[config.mk]
export PLATFORM = sky130hd
export DESIGN_NAME = seq_divider
export DESIGN_NICKNAME = d
export VERILOG_FILES = /design/src/rtl/seq_divider_pkg.sv /design/src/rtl/seq_divider_div_step.sv /design/src/rtl/seq_divider.sv
export SDC_FILE = /design/constraint.sdc
export NUM_CORES = 1
export LEC_CHECK = 0
export BUFFER_PORTS_ARGS = -buffer_cell sky130_fd_sc_hd__buf_2
export CORE_ASPECT_RATIO = 1.2
export CORE_MARGIN = 2
export CORE_UTILIZATION = 24
export CTS_CLUSTER_SIZE = 24
export DETAILED_ROUTE_END_ITERATION = 16
export GPL_TIMING_DRIVEN = 0
export PLACE_DENSITY = 0.5
export SETUP_SLACK_MARGIN = 0.1
export SLEW_MARGIN = 30
export SYNTH_ARGS = -nofsm -noshare
export SYNTH_HDL_FRONTEND = slang
export SYNTH_HIERARCHICAL = 1
export SYNTH_SLANG_ARGS = --single-unit
[constraint.sdc]
create_clock -name clk -period 1.8 [get_ports clk]
set_clock_uncertainty 0.1 [all_clocks]
set_input_delay 0.18 -clock clk [delete_from_list [all_inputs] [get_ports clk]]
set_output_delay 0.18 -clock clk [all_outputs]
set_load 0.01 [all_outputs]
[src/rtl/seq_divider_pkg.sv]
// Shared constants and types for the sequential restoring divider.
// State encoding 2'd3 is unused and recovers to IDLE.
package seq_divider_pkg;

  localparam int DIVIDEND_W = 8;
  localparam int DIVISOR_W  = 4;
  localparam logic [DIVISOR_W-1:0] ERR_FILL = 4'hF;

  typedef enum logic [1:0] {
    IDLE = 2'd0,
    RUN  = 2'd1,
    DONE = 2'd2
  } state_t;

  // Divide-by-zero, or a quotient that cannot fit in DIVISOR_W bits.
  function automatic logic div_error(input logic [DIVIDEND_W-1:0] p,
                                     input logic [DIVISOR_W-1:0]  m);
    return (m == '0) || (p[DIVIDEND_W-1:DIVISOR_W] >= m);
  endfunction

endpackage

[src/rtl/seq_divider_div_step.sv]
// One restoring-division iteration: shift in a dividend bit, then
// conditionally subtract the divisor.
import seq_divider_pkg::*;

module div_step (
  input  logic [DIVISOR_W-1:0] rem,
  input  logic                 bit_in,
  input  logic [DIVISOR_W-1:0] M,
  output logic [DIVISOR_W:0]   rem_next,
  output logic                 q_bit
);

  logic [DIVISOR_W:0] t;

  always_comb begin
    t        = {rem, bit_in};
    rem_next = t;
    q_bit    = 1'b0;
    if (t >= {1'b0, M}) begin
      rem_next = t - {1'b0, M};
      q_bit    = 1'b1;
    end
  end

endmodule

[src/rtl/seq_divider.sv]
// Sequential 8/4 restoring divider, one iteration per clock, with a
// start/busy/done handshake. Overflowing or zero divisors finish at once.
import seq_divider_pkg::*;

module seq_divider (
  input  logic                  clk,
  input  logic                  rst,
  input  logic                  start,
  input  logic [DIVIDEND_W-1:0] P,
  input  logic [DIVISOR_W-1:0]  M,
  output logic [DIVISOR_W-1:0]  Q,
  output logic [DIVISOR_W-1:0]  R,
  output logic                  busy,
  output logic                  done,
  output logic                  err
);

  state_t               state, state_nxt;
  logic [1:0]           cnt;
  logic [DIVISOR_W-1:0] div_m;
  logic [DIVISOR_W-1:0] lo;
  logic [DIVISOR_W-1:0] rem;
  logic [DIVISOR_W:0]   rem_next;
  logic                 q_bit;
  logic                 accept;
  logic                 acc_err;

  assign accept  = start && ((state == IDLE) || (state == DONE));
  assign acc_err = div_error(P, M);
  assign busy    = (state == RUN);
  assign done    = (state == DONE);

  div_step u_step (
    .rem      (rem),
    .bit_in   (lo[DIVISOR_W-1]),
    .M        (div_m),
    .rem_next (rem_next),
    .q_bit    (q_bit)
  );

  always_comb begin
    state_nxt = IDLE;
    case (state)
      IDLE, DONE: begin
        if (accept) state_nxt = acc_err ? DONE : RUN;
        else        state_nxt = IDLE;
      end
      RUN:     state_nxt = (cnt == 2'd0) ? DONE : RUN;
      default: state_nxt = IDLE;
    endcase
  end

  always_ff @(posedge clk) begin
    if (rst) begin
      state <= IDLE;
      cnt   <= 2'd0;
      Q     <= '0;
      R     <= '0;
      err   <= 1'b0;
    end else begin
      state <= state_nxt;
      if (accept) begin
        cnt <= 2'd3;
        if (acc_err) begin
          Q   <= ERR_FILL;
          R   <= ERR_FILL;
          err <= 1'b1;
        end else begin
          err <= 1'b0;
        end
      end else if (state == RUN) begin
        cnt <= cnt - 2'd1;
        Q   <= {Q[DIVISOR_W-2:0], q_bit};
        if (cnt == 2'd0) begin
          R <= rem_next[DIVISOR_W-1:0];
          // Top bit cannot be set once the overflow precheck passed.
          err <= rem_next[DIVISOR_W];
        end
      end
    end
  end

  // Datapath latches: only ever read while RUN, so no reset needed.
  always_ff @(posedge clk) begin
    if (accept) begin
      div_m <= M;
      lo    <= P[DIVISOR_W-1:0];
      rem   <= P[DIVIDEND_W-1:DIVISOR_W];
    end else if (state == RUN) begin
      rem <= rem_next[DIVISOR_W-1:0];
      lo  <= {lo[DIVISOR_W-2:0], 1'b0};
    end
  end

endmodule

Word-level counts from Yosys, hierarchy flattened:

Cells that the tools add are included.

* $add $sub $neg: 2
* magnitude comparators: 2
* eq/ne operators: 3
* mux-type cells: 22
* reduce and logical (&&, ||, !) cells: 12

Operators with widths (count)
* $mux 4: 10
* $mux 2: 5
* $ge 5x4->1: 1
* $mux 1: 5
* $mux 5: 1
* $sub 5x4->5: 1
* $ge 4x4->1: 1
* $logic_not 2->1: 2
* $logic_not 4->1: 1
* $pmux 2 s2: 1
* $reduce_and 2->1: 2
* $reduce_bool 2->1: 2
* $reduce_and 3->1: 1
* $eq 2x1->1 const B: 1
* $eq 2x2->1 const B: 1
* $logic_or 1x1->1: 2
* $ne 2x1->1 const B: 1
* $reduce_or 2->1: 1
* $sub 2x1->2 const B: 1
* $logic_and 1x1->1: 1

* bits in registers: 25
* input bits: 15
* output and inout bits: 11
* word-level logic and storage cells: 49

Longest topological paths before layout:

Gate-level depths: netlist (run 1).

* word-level depth: 5
* depth in mapped cells: 9
* gate-level depth less buffers: 9

Cells and area by module:

Netlist (run 1), hierarchy kept.

By module, submodules not included
* seq_divider: instances 1, cells each 110, area an instance 1133.6 µm², sequential area each 620.6 µm²
* div_step: instances 1, cells each 34, area an instance 242.7 µm², sequential area each 0.0 µm²

Worst setup path before layout (run 1):

OpenSTA, ideal clock, no wires.

* path kind: flip-flop to flip-flop
* start: reg rem[1]
* end: reg rem[2] (data pin)
* setup time: 0.255 ns
* arrival time: 1.499 ns
* data required time: 1.445 ns
* slack: -0.053 ns
* stages on the path, launching flop included: 8
* buffers on the path: 0
* clock period less this slack: 1.853 ns
* cell sequence: edfxtp_1 ha_1 nand4_1 nand2_1 nor2_4 mux2_4 nand2_1 nand2_1

* word-level cells in the longest chain between the ends: 4
* elaborated cells between the ends (all ways): 5
* classes of those cells: add/sub: 1; order compare: 1; mux: 3

Ends and longest elaborated chain
* from (decl): RTL line seq_divider.sv:22 `logic [DIVISOR_W-1:0] rem;`
* from (signal assigned): RTL line seq_divider.sv:88 `rem <= P[DIVIDEND_W-1:DIVISOR_W];`
* from (signal assigned): RTL line seq_divider.sv:90 `rem <= rem_next[DIVISOR_W-1:0];`
* $sub 5x4->5 or $ge 5x4->1 (tied branches): RTL line seq_divider_div_step.sv:20, seq_divider_div_step.sv:19
* $mux 5 (*): RTL line seq_divider_div_step.sv:19 `if (t >= {1'b0, M}) begin`
* via rem_next[2]: RTL line seq_divider.sv:23 `logic [DIVISOR_W:0] rem_next;`
* $mux 4 (*): RTL line seq_divider.sv:89 `end else if (state == RUN) begin`
* $mux 4 (*): RTL line seq_divider.sv:85 `if (accept) begin`

The timed path passes the listed nets; every way through them passes the cells marked *. The select of a mux whose other input is x is not followed.
A chain may end at the register's enable or synchronous reset.

Final worst setup path (run 1):

* start: reg rem[0]
* end: reg rem[2] (data pin)

Same word-level chain as after synthesis.

==> results of run 1 <==
-- cell families (layout without fill, tap and decap cells) --
| kind of cell | after synthesis | in the layout | synth area share |
|---|---|---|---|
| AND/OR/NAND/NOR | 60 | 60 | 0.205 |
| flip-flops | 25 | 25 | 0.451 |
| AO/OA/AOI/OAI | 24 | 24 | 0.154 |
| buffers and inverters | 20 | 54 | 0.0564 |
| adder cells (fa/ha/maj) | 10 | 10 | 0.0964 |
| multiplexers | 3 | 3 | 0.0255 |
| XOR/XNOR | 2 | 2 | 0.0127 |
-- state kept, by name, summed over array words and instances, names as in the netlist --
register,cells
R,4
rem,4
cnt,2
Q,4
state,2
div_m,4
err,1
lo,4
-- cells in the final DEF, fill, tap and decap left out, types with 2 or more instances in the layout --
cell and instances:
clkbuf_1 2, ha_4 3, a21oi_1 2, nor2b_1 3, nor2_2 4, nand2_1 19, inv_1 15, mux2i_4 2
edfxtp_1 12, nor2_1 21, buf_2 26, dfxtp_1 13, a21oi_4 2, clkbuf_8 3, buf_4 4, nand2b_4 2
nand2_2 3, a211oi_1 9, ha_1 6
-- critical path, stage by stage (launching register included) --
cell and delay (ps):
edfxtp_1 410, ha_1 320, nand2b_1 110, a21oi_2 90, nor2_4 240, mux2_4 350
nand2_2 50, nand2_1 40
-- final cells by class --
class | count | area share
Timing Repair Buffer | 30 | 0.0938
Inverter | 18 | 0.0388
Clock buffer | 4 | 0.0254
Sequential cell | 25 | 0.350
Buffer | 2 | 0.00494
Multi-Input combinational cell | 99 | 0.442
Tap cell | 64 | 0.0451
-- report_power, final --
group	total (mW)	leakage (nW)	switching (mW)	internal (mW)
clock	0.331	0.0228	0.172	0.158
sequential	0.734	0.227	0.0437	0.690
combinational	0.710	0.518	0.373	0.337
total	1.77	0.767	0.589	1.19
-- through the flow --
step                power (mW)  setup TNS [ps]
finish                    1.77            -496
global route              1.90           -1570
CTS                       1.76            -449
detailed placement        1.30            -986
global placement          1.30           -1190
floorplan                 1.14           -5.63
-- timing repair --
item,4_1_cts,5_1_grt
endpoints found under the setup margin,9,23
buffers inserted,4,1
hold buffers,0,0
gates resized for setup,11,7
pin swaps,9,6
-- metal layers --
layer  vias to the layer above  wire (µm)  track usage
met1                       525       1270        0.126
li1                        558          -            -
met2                        16       1570        0.174
met5                         -          0            0
met4                         0         57       0.0455
met3                         5         67       0.0139
-- worst min path at each step --
stage                        to  slack, ps  cells after the start
6_report       err$_SDFFE_PP0P_         10                      2
5_1_grt        err$_SDFFE_PP0P_         20                      2
4_1_cts        err$_SDFFE_PP0P_          9                      2
3_5_place_dp   err$_SDFFE_PP0P_        300                      2
3_3_place_gp   err$_SDFFE_PP0P_        300                      2
2_1_floorplan  err$_SDFFE_PP0P_        160                      1
-- cells in the mapped netlist (2+ instances only) --
master | count | share of area
dfxtp_1 | 13 | 0.19
nand2b_1 | 2 | 0.0091
edfxtp_1 | 12 | 0.26
inv_1 | 16 | 0.044
nor2b_1 | 3 | 0.014
a211oi_1 | 10 | 0.055
mux2i_1 | 2 | 0.015
nor3_1 | 2 | 0.0073
nand2_1 | 21 | 0.057
nor2_1 | 24 | 0.065
a21oi_1 | 3 | 0.011
ha_1 | 9 | 0.082
==> results.tsv, run 1 <==
stage	metric	value	unit
routing	route.vias.total	1104	
timing	clock.fmax	0.513	GHz
logic_synthesis	synth_async_sr_flop_share	0	
die	rows	30	
place	dpl_worst_slack	-213	ps
timing	fin_ws	-151	ps
finish	syn2layout_area_growth	28.9	%
routing	drc	0	
finish	drive_above_1_share	0.354	
die	coreArea	5590	µm²
setup_path	endpoint_kind	flop	
timing	holdWs	13.0	ps
global_route	grt_pass1_vias	1029	
global_route	grt_antenna_before_repair	0	
finish	register_area	621	µm²
global_route	grt_max_degree	14	
place	place_area	1600	µm²
logic_synthesis	syn-instance-count	144	
worst_hold_path	min_path_type	input port to flop	
routing	drtIter0Drc	27	
die	start_util	0.246	
finish	design_area	1770	µm²
logic_synthesis	syn_area	1380	µm²
clock_network	clk_latency	270	ps
die	die_h	87.0	µm
place	portBuffers	25	
timing	slew-limit-headroom	0.682	
die	die_area	6360	µm²
finish	multi_input_area	785	µm²
logic_synthesis	synth-edff-count	12	
worst_hold_path	min_from	rst	
setup_path	cp-endpoint	rem[2]$_DFFE_PP_	
finish	antenna_cells	0	
routing	routedWlPerCell	12.2	µm
setup_path	reg2regPathDepth	7	
setup_path	arrival	1880	ps
clock_network	cts_buffers	3	
clock_network	cts.clk_slew.worst_paths	80	ps
setup_path	path_max_fanout	4	
timing	fin_crit	1950	ps
logic_synthesis	synth_fp_nets	169	
global_route	grt_pass1_wl	4.97	mm
timing	setup_viol	7	
clock_network	cts_buffer_depth	2	
logic_synthesis	syn_avg_cell_area	9.56	µm²
routing	ant_nets	0	
routing	drtPass1Iterations	4	
global_route	grt_overflow	0	
setup_path	r2r-start	rem[0]$_DFFE_PP_	
place	place_hpwl	2.29	mm
timing	rsz0062_at_grt	true	
run_status	failed_checks	setup timing	
finish	fin_cells	242	
die	io_pins	26	
setup_path	r2r_slack	-150	ps
timing	fin_crit_sh	1.08	
timing	worstMarginPinSlew	477	ps
job	maxCapViolCount	0	
place	routabilityCongestion	0.695	
place	placed_cells	233	
finish	fill_cells	589	
setup_path	crit_type	flop to flop	
clock_network	clkSinkCount	25	
clock_network	cts_tree	yes	
logic_synthesis	ys_types	39	
logic_synthesis	synth-seq-cells	25	
die	die_w	73.1	µm
run_status	outcome	finished with violations	
logic_synthesis	seq_area_frac_synth	0.451	
clock_network	cts-root-buf	clkbuf_8	
setup_path	r2r-end	rem[2]$_DFFE_PP_	
setup_path	crit_required	1730	ps
timing	slew_viol_final	0	
setup_path	worstSetupStartpoint	rem[0]$_DFFE_PP_	
global_route	grt_usage	0.102	
setup_path	start_kind	flop	
finish	fin_util	0.317	
routing	vias_per_cell	4.56	
clock_network	htreeDepth	1	
timing	finalHoldViolations	0	
finish	num-nets-final	204	
power_and_ir_drop	vdd_drop_max	0.285	mV
routing	wirelength	2.96	mm
power_and_ir_drop	leakage	0.767	nW
logic_synthesis	yosysWarnings	6	
power_and_ir_drop	p_per_area	1000	nW/µm²
logic_synthesis	ys.flop_type	dfxtp_1	
Note: power is estimated with default switching activity, not from simulation.
==> run 2: changes to the inputs <==
--- a/config.mk
+++ b/config.mk
@@ -9,11 +9,13 @@
 export CORE_ASPECT_RATIO = 1.2
 export CORE_MARGIN = 2
 export CORE_UTILIZATION = 24
+export CTS_BUF_LIST = sky130_fd_sc_hd__clkbuf_4
+export CTS_CLUSTER_DIAMETER = 40
 export CTS_CLUSTER_SIZE = 24
 export DETAILED_ROUTE_END_ITERATION = 16
 export GPL_TIMING_DRIVEN = 0
 export PLACE_DENSITY = 0.5
-export SETUP_SLACK_MARGIN = 0.1
+export SETUP_SLACK_MARGIN = 0.4
 export SLEW_MARGIN = 30
 export SYNTH_ARGS = -nofsm -noshare
 export SYNTH_HDL_FRONTEND = slang
==> results.tsv, run 2 (same netlist as run 1, synthesis figures left out) <==
stage	metric	value	unit
timing	rsz0062_at_grt	true	
run_status	failed_checks	setup timing	
setup_path	reg2regPathDepth	7	
die	coreArea	5590	µm²
routing	wirelength	3.15	mm
place	routabilityCongestion	0.740	
routing	drc	0	
die	die_area	6360	µm²
finish	num-nets-final	211	
job	maxCapViolCount	0	
setup_path	path_common_cell	nand2_2	
global_route	grt_max_degree	14	
die	io_pins	26	
global_route	grt_pass1_vias	1169	
die	die_h	87.0	µm
clock_network	cts_tree	yes	
timing	fin_crit_sh	1.05	
clock_network	cts.clk_slew.worst_paths	130	ps
clock_network	htreeDepth	1	
power_and_ir_drop	vdd_drop_max	0.355	mV
timing	holdWs	24.4	ps
clock_network	cts-root-buf	clkbuf_4	
setup_path	path_delay_family	simple AND/OR/NAND/NOR gates	
routing	ant_nets	0	
clock_network	clk_latency	310	ps
timing	clock.fmax	0.529	GHz
run_status	outcome	finished with violations	
timing	finalHoldViolations	0	
timing	slew-limit-headroom	0.666	
timing	slew_viol_final	0	
setup_path	r2r-end	rem[2]$_DFFE_PP_	
routing	routedWlPerCell	12.7	µm
finish	syn2layout_area_growth	35.0	%
finish	register_area	626	µm²
setup_path	worst-path-buf-inv	0	
finish	drive_above_1_share	0.411	
setup_path	path_cells	ha_4, nor2_1, nand2_2, nor2_4, mux2_4, nand2_2, nand2_1	
finish	antenna_cells	0	
place	place_hpwl	2.37	mm
setup_path	r2r_slack	-90	ps
timing	fin_ws	-88.9	ps
finish	multi_input_area	810	µm²
timing	fin_crit	1890	ps
power_and_ir_drop	p_per_area	922	nW/µm²
power_and_ir_drop	clkPwrFrac	0.152	
global_route	grt_usage	0.109	
clock_network	cts_buffer_depth	2	
routing	vias_per_cell	4.50	
setup_path	crit_required	1780	ps
setup_path	path_max_fanout	4	
die	rows	30	
worst_hold_path	holdPathStages	3	
power_and_ir_drop	p_switching	0.578	mW
routing	drtPass1Iterations	4	
timing	worstMarginPinSlew	501	ps
place	portBuffers	25	
setup_path	r2r-start	rem[2]$_DFFE_PP_	
power_and_ir_drop	p_sw_frac	0.337	
routing	drtIter0Drc	49	
setup_path	start_kind	flop	
global_route	grt_overflow	0	
timing	setup_viol	3	
routing	route.vias.total	1120	
setup_path	worstSetupStartpoint	rem[2]$_DFFE_PP_	
die	start_util	0.246	
global_route	grt_pass1_wl	5.36	mm
setup_path	cpPeakStageDelay	460	ps
power_and_ir_drop	p_seq_frac	0.434	
global_route	grt_antenna_before_repair	0	
clock_network	clkSinkCount	25	
power_and_ir_drop	internal-power	1.13	mW
power_and_ir_drop	leakage	0.799	nW
worst_hold_path	min_path_type	input port to flop	
clock_network	cts_buffers	3	
worst_hold_path	min_to	lo[1]$_DFFE_PP_	
finish	mostFrequentLayoutCells	buf_2 (25), nor2_1 (21), nand2_1 (18)	
power_and_ir_drop	p_comb_frac	0.414	
setup_path	crit_type	flop to flop	
place	dpl_worst_slack	-204	ps
worst_hold_path	min_from	P[1]	
setup_path	arrival	1870	ps
finish	layout_commonest_cell	buf_2	
setup_path	endpoint_kind	flop	
setup_path	slowest_stage	edfxtp_1	
die	die_w	73.1	µm
finish	fill_cells	584	
## run 2: what timing repair did
item	4_1_cts	5_1_grt
hold endpoints to repair	5	0
setup endpoints to repair	34	22
hold buffers	5	0
gates resized for setup	12	20
setup buffers	4	3
pin swaps	18	13
## run 2: layout make-up
| type | count | share of cell area |
|---|---|---|
| clock buffer | 4 | 0.0162 |
| inverter | 18 | 0.0397 |
| multi-input combinational | 99 | 0.436 |
| timing repair buffer | 37 | 0.123 |
| buffer | 2 | 0.00606 |
| sequential | 25 | 0.337 |
| tap | 64 | 0.0431 |
## run 2: power groups by stage
stage	combinational, mW	clock, mW	sequential (mW)
floorplan	0.395	0	0.752
global route	0.799	0.291	0.753
global placement	0.548	0	0.748
finish	0.709	0.260	0.743
CTS	0.647	0.274	0.743
detailed placement	0.551	0	0.749
## run 2: tightest hold or removal path, cell delays in order
cell     delay [ps]
buf_2            70
nand2_1          40
nand2_1          40
## run 2: per-stage QoR
stage	cell area [µm²]	TNS, ps	total power [mW]	util	std cells
after CTS	1770	-341	1.66	0.316	246
after global placement	1600	-614	1.30	0.286	233
final	1860	-212	1.71	0.332	249
after floorplan	1400	-5.68	1.15	-	144
after global routing	1860	-994	1.84	0.332	249
after detailed placement	1600	-651	1.30	0.286	233
## run 2: worst max-delay path by stage
stage | endpoint | slack [ps] | cells after the start
floorplan | err$_SDFFE_PP0P_ | -5 | 8
global placement | err$_SDFFE_PP0P_ | -210 | 8
detailed placement | err$_SDFFE_PP0P_ | -200 | 8
CTS | rem[2]$_DFFE_PP_ | -100 | 8
global route | err$_SDFFE_PP0P_ | -200 | 8
finish | rem[2]$_DFFE_PP_ | -90 | 7
## run 2: per-layer routing
| layer | track usage | up-vias | share of wire |
|---|---|---|---|
| li1 | - | 571 | - |
| met1 | 0.138 | 534 | 0.45 |
| met2 | 0.192 | 13 | 0.52 |
| met3 | 0.0139 | 2 | 0.024 |
| met4 | 0.0303 | 0 | 0.0060 |
| met5 | 0 | - | 0 |
==> run 3: changes to the inputs <==
--- a/config.mk
+++ b/config.mk
@@ -14,7 +14,7 @@
 export CTS_CLUSTER_SIZE = 24
 export DETAILED_ROUTE_END_ITERATION = 16
 export GPL_TIMING_DRIVEN = 0
-export PLACE_DENSITY = 0.5
+export PLACE_DENSITY = 0.39
 export SETUP_SLACK_MARGIN = 0.4
 export SLEW_MARGIN = 30
 export SYNTH_ARGS = -nofsm -noshare
==> constraint.sdc (replaced) <==
create_clock -name clk -period 1.8 [get_ports clk]
set_clock_uncertainty 0.1 [all_clocks]
set_input_delay 0.54 -clock clk [delete_from_list [all_inputs] [get_ports clk]]
set_output_delay 0.54 -clock clk [all_outputs]
set_load 0.01 [all_outputs]
==> results.tsv, run 3 (same netlist as run 1, synthesis figures left out) <==
stage	metric	value	unit
die	die_w	73.1	µm
setup_path	path_common_cell	nand2_1	
routing	wirelength	3.39	mm
timing	setup-tns-final	-536	ps
die	die_h	87.0	µm
timing	clock.fmax	0.519	GHz
power_and_ir_drop	clkPwrFrac	0.145	
routing	drtIter0Drc	22	
setup_path	path_cells	ha_4, nand2b_1, a21oi_2, nor2_4, mux2_4, nand2_1, nand2_1	
power_and_ir_drop	leakage	0.835	nW
power_and_ir_drop	p_per_area	900	nW/µm²
finish	mostFrequentLayoutCells	nor2_1 (21), nand2_1 (19), buf_6 (13)	
finish	fill_cells	577	
clock_network	cts_tree	yes	
finish	antenna_cells	0	
finish	design_area	2030	µm²
setup_path	crit_type	flop to flop	
global_route	grt_pass1_vias	1158	
clock_network	cts-root-buf	clkbuf_4	
setup_path	endpoint_kind	flop	
setup_path	cpPeakStageDelay	480	ps
place	routabilityCongestion	0.735	
clock_network	ctsHoldBuffers	0	
setup_path	worst-path-buf-inv	0	
run_status	outcome	finished with violations	
die	start_util	0.246	
global_route	grt_pass1_wl	5.49	mm
timing	slew-limit-headroom	0.607	
finish	drive_above_1_share	0.514	
power_and_ir_drop	vdd_drop_max	0.433	mV
clock_network	htreeDepth	1	
die	die_area	6360	µm²
setup_path	arrival	1910	ps
place	place_area	1660	µm²
worst_hold_path	min_path_type	input port to flop	
setup_path	crit_required	1780	ps
routing	drc	0	
global_route	grt_max_degree	14	
finish	num-nets-final	209	
power_and_ir_drop	internal-power	1.21	mW
power_and_ir_drop	p_comb_frac	0.443	
place	dpl_worst_slack	-257	ps
setup_path	path_delay_family	flip-flops	
timing	worstMarginPinSlew	590	ps
routing	drtPass1Iterations	4	
power_and_ir_drop	p_switching	0.620	mW
global_route	grt_usage	0.113	
timing	fin_crit	1930	ps
clock_network	cts_buffers	3	
power_and_ir_drop	p_sw_frac	0.339	
timing	finalHoldViolations	0	
timing	setup_viol	9	
power_and_ir_drop	p_seq_frac	0.412	
setup_path	path_max_fanout	4	
clock_network	cts.clk_slew.worst_paths	140	ps
global_route	grt_overflow	0	
clock_network	cts_buffer_depth	2	
job	maxCapViolCount	0	
timing	fin_crit_sh	1.07	
die	io_pins	26	
clock_network	clk_latency	320	ps
die	rows	30	
place	placed_cells	233	
finish	syn2layout_area_growth	47.6	%
routing	routedWlPerCell	13.7	µm
setup_path	start_kind	flop	
die	coreArea	5590	µm²
place	place_hpwl	2.50	mm
timing	fin_ws	-127	ps
clock_network	clkSinkCount	25	
place	portBuffers	25	
routing	ant_nets	0	
timing	slew_viol_final	0	
finish	fin_cells	247	
run_status	failed_checks	setup timing	
timing	rsz0062_at_grt	true	
setup_path	slowest_stage	edfxtp_1	
routing	route.vias.total	1122	
global_route	grt_antenna_before_repair	0	
finish	layout_commonest_cell	nor2_1	
routing	vias_per_cell	4.54	
power_and_ir_drop	p_total	1.83	mW
[run 3: changes by cell type in the layout (fill, tap and decap cells not counted), moves of 3 or more]
cell / before / now
dfxtp_1: 11 / 3
ha_1: 5 / 2
a211oi_2: 2 / 6
dfxtp_2: 1 / 9
dlygate4sd3_1: 5 / 0
buf_6: 0 / 13
buf_2: 25 / 11
a211oi_1: 8 / 4
[run 3: power groups by stage]
stage,combinational (mW),sequential [mW],clock (mW)
final,0.811,0.753,0.265
after global routing,0.886,0.761,0.304
after CTS,0.752,0.754,0.285
after detailed placement,0.573,0.749,0
after global placement,0.567,0.748,0
after floorplan,0.404,0.752,0
[run 3: path summary, 6_finish.rpt]
kind,start,to,slack [ps],depth (start not counted)
max,rem[0]$_DFFE_PP_,rem[2]$_DFFE_PP_,-130,7
min,rst,err$_SDFFE_PP0P_,300,2
max reg2reg,rem[0]$_DFFE_PP_,rem[2]$_DFFE_PP_,-130,7
min reg2reg,cnt[0]$_SDFFE_PP0P_,cnt[0]$_SDFFE_PP0P_,390,1
[run 3: layout make-up]
type,instances,area [µm²],area share
Timing Repair Buffer,35,309,0.152
Sequential cell,25,636,0.313
Inverter,18,97.6,0.0480
Tap cell,64,80.1,0.0394
Buffer,2,11.3,0.00554
Multi-Input combinational cell,99,868,0.427
Clock buffer,4,30.0,0.0148
[run 3: per-stage QoR]
step                 util  hold WS, ps
global placement    0.298          353
global route        0.363          293
detailed placement  0.298          357
floorplan               -          337
finish              0.363          304
CTS                 0.350          298
[run 3: what timing repair did]
action / CTS / global route
hold endpoints to repair: 0 / 0
setup endpoints to repair: 44 / 27
cloned: 0 / 0
buffers inserted: 7 / 3
gates resized for setup: 56 / 10
pin swaps: 23 / 12
[run 3: routing by layer]
layer,vias up,routed length (µm),global-route usage
met1,539,1470,0.135
met4,0,36,0.0354
met3,4,78,0.0150
li1,565,-,-
met5,-,0,0
met2,14,1810,0.206
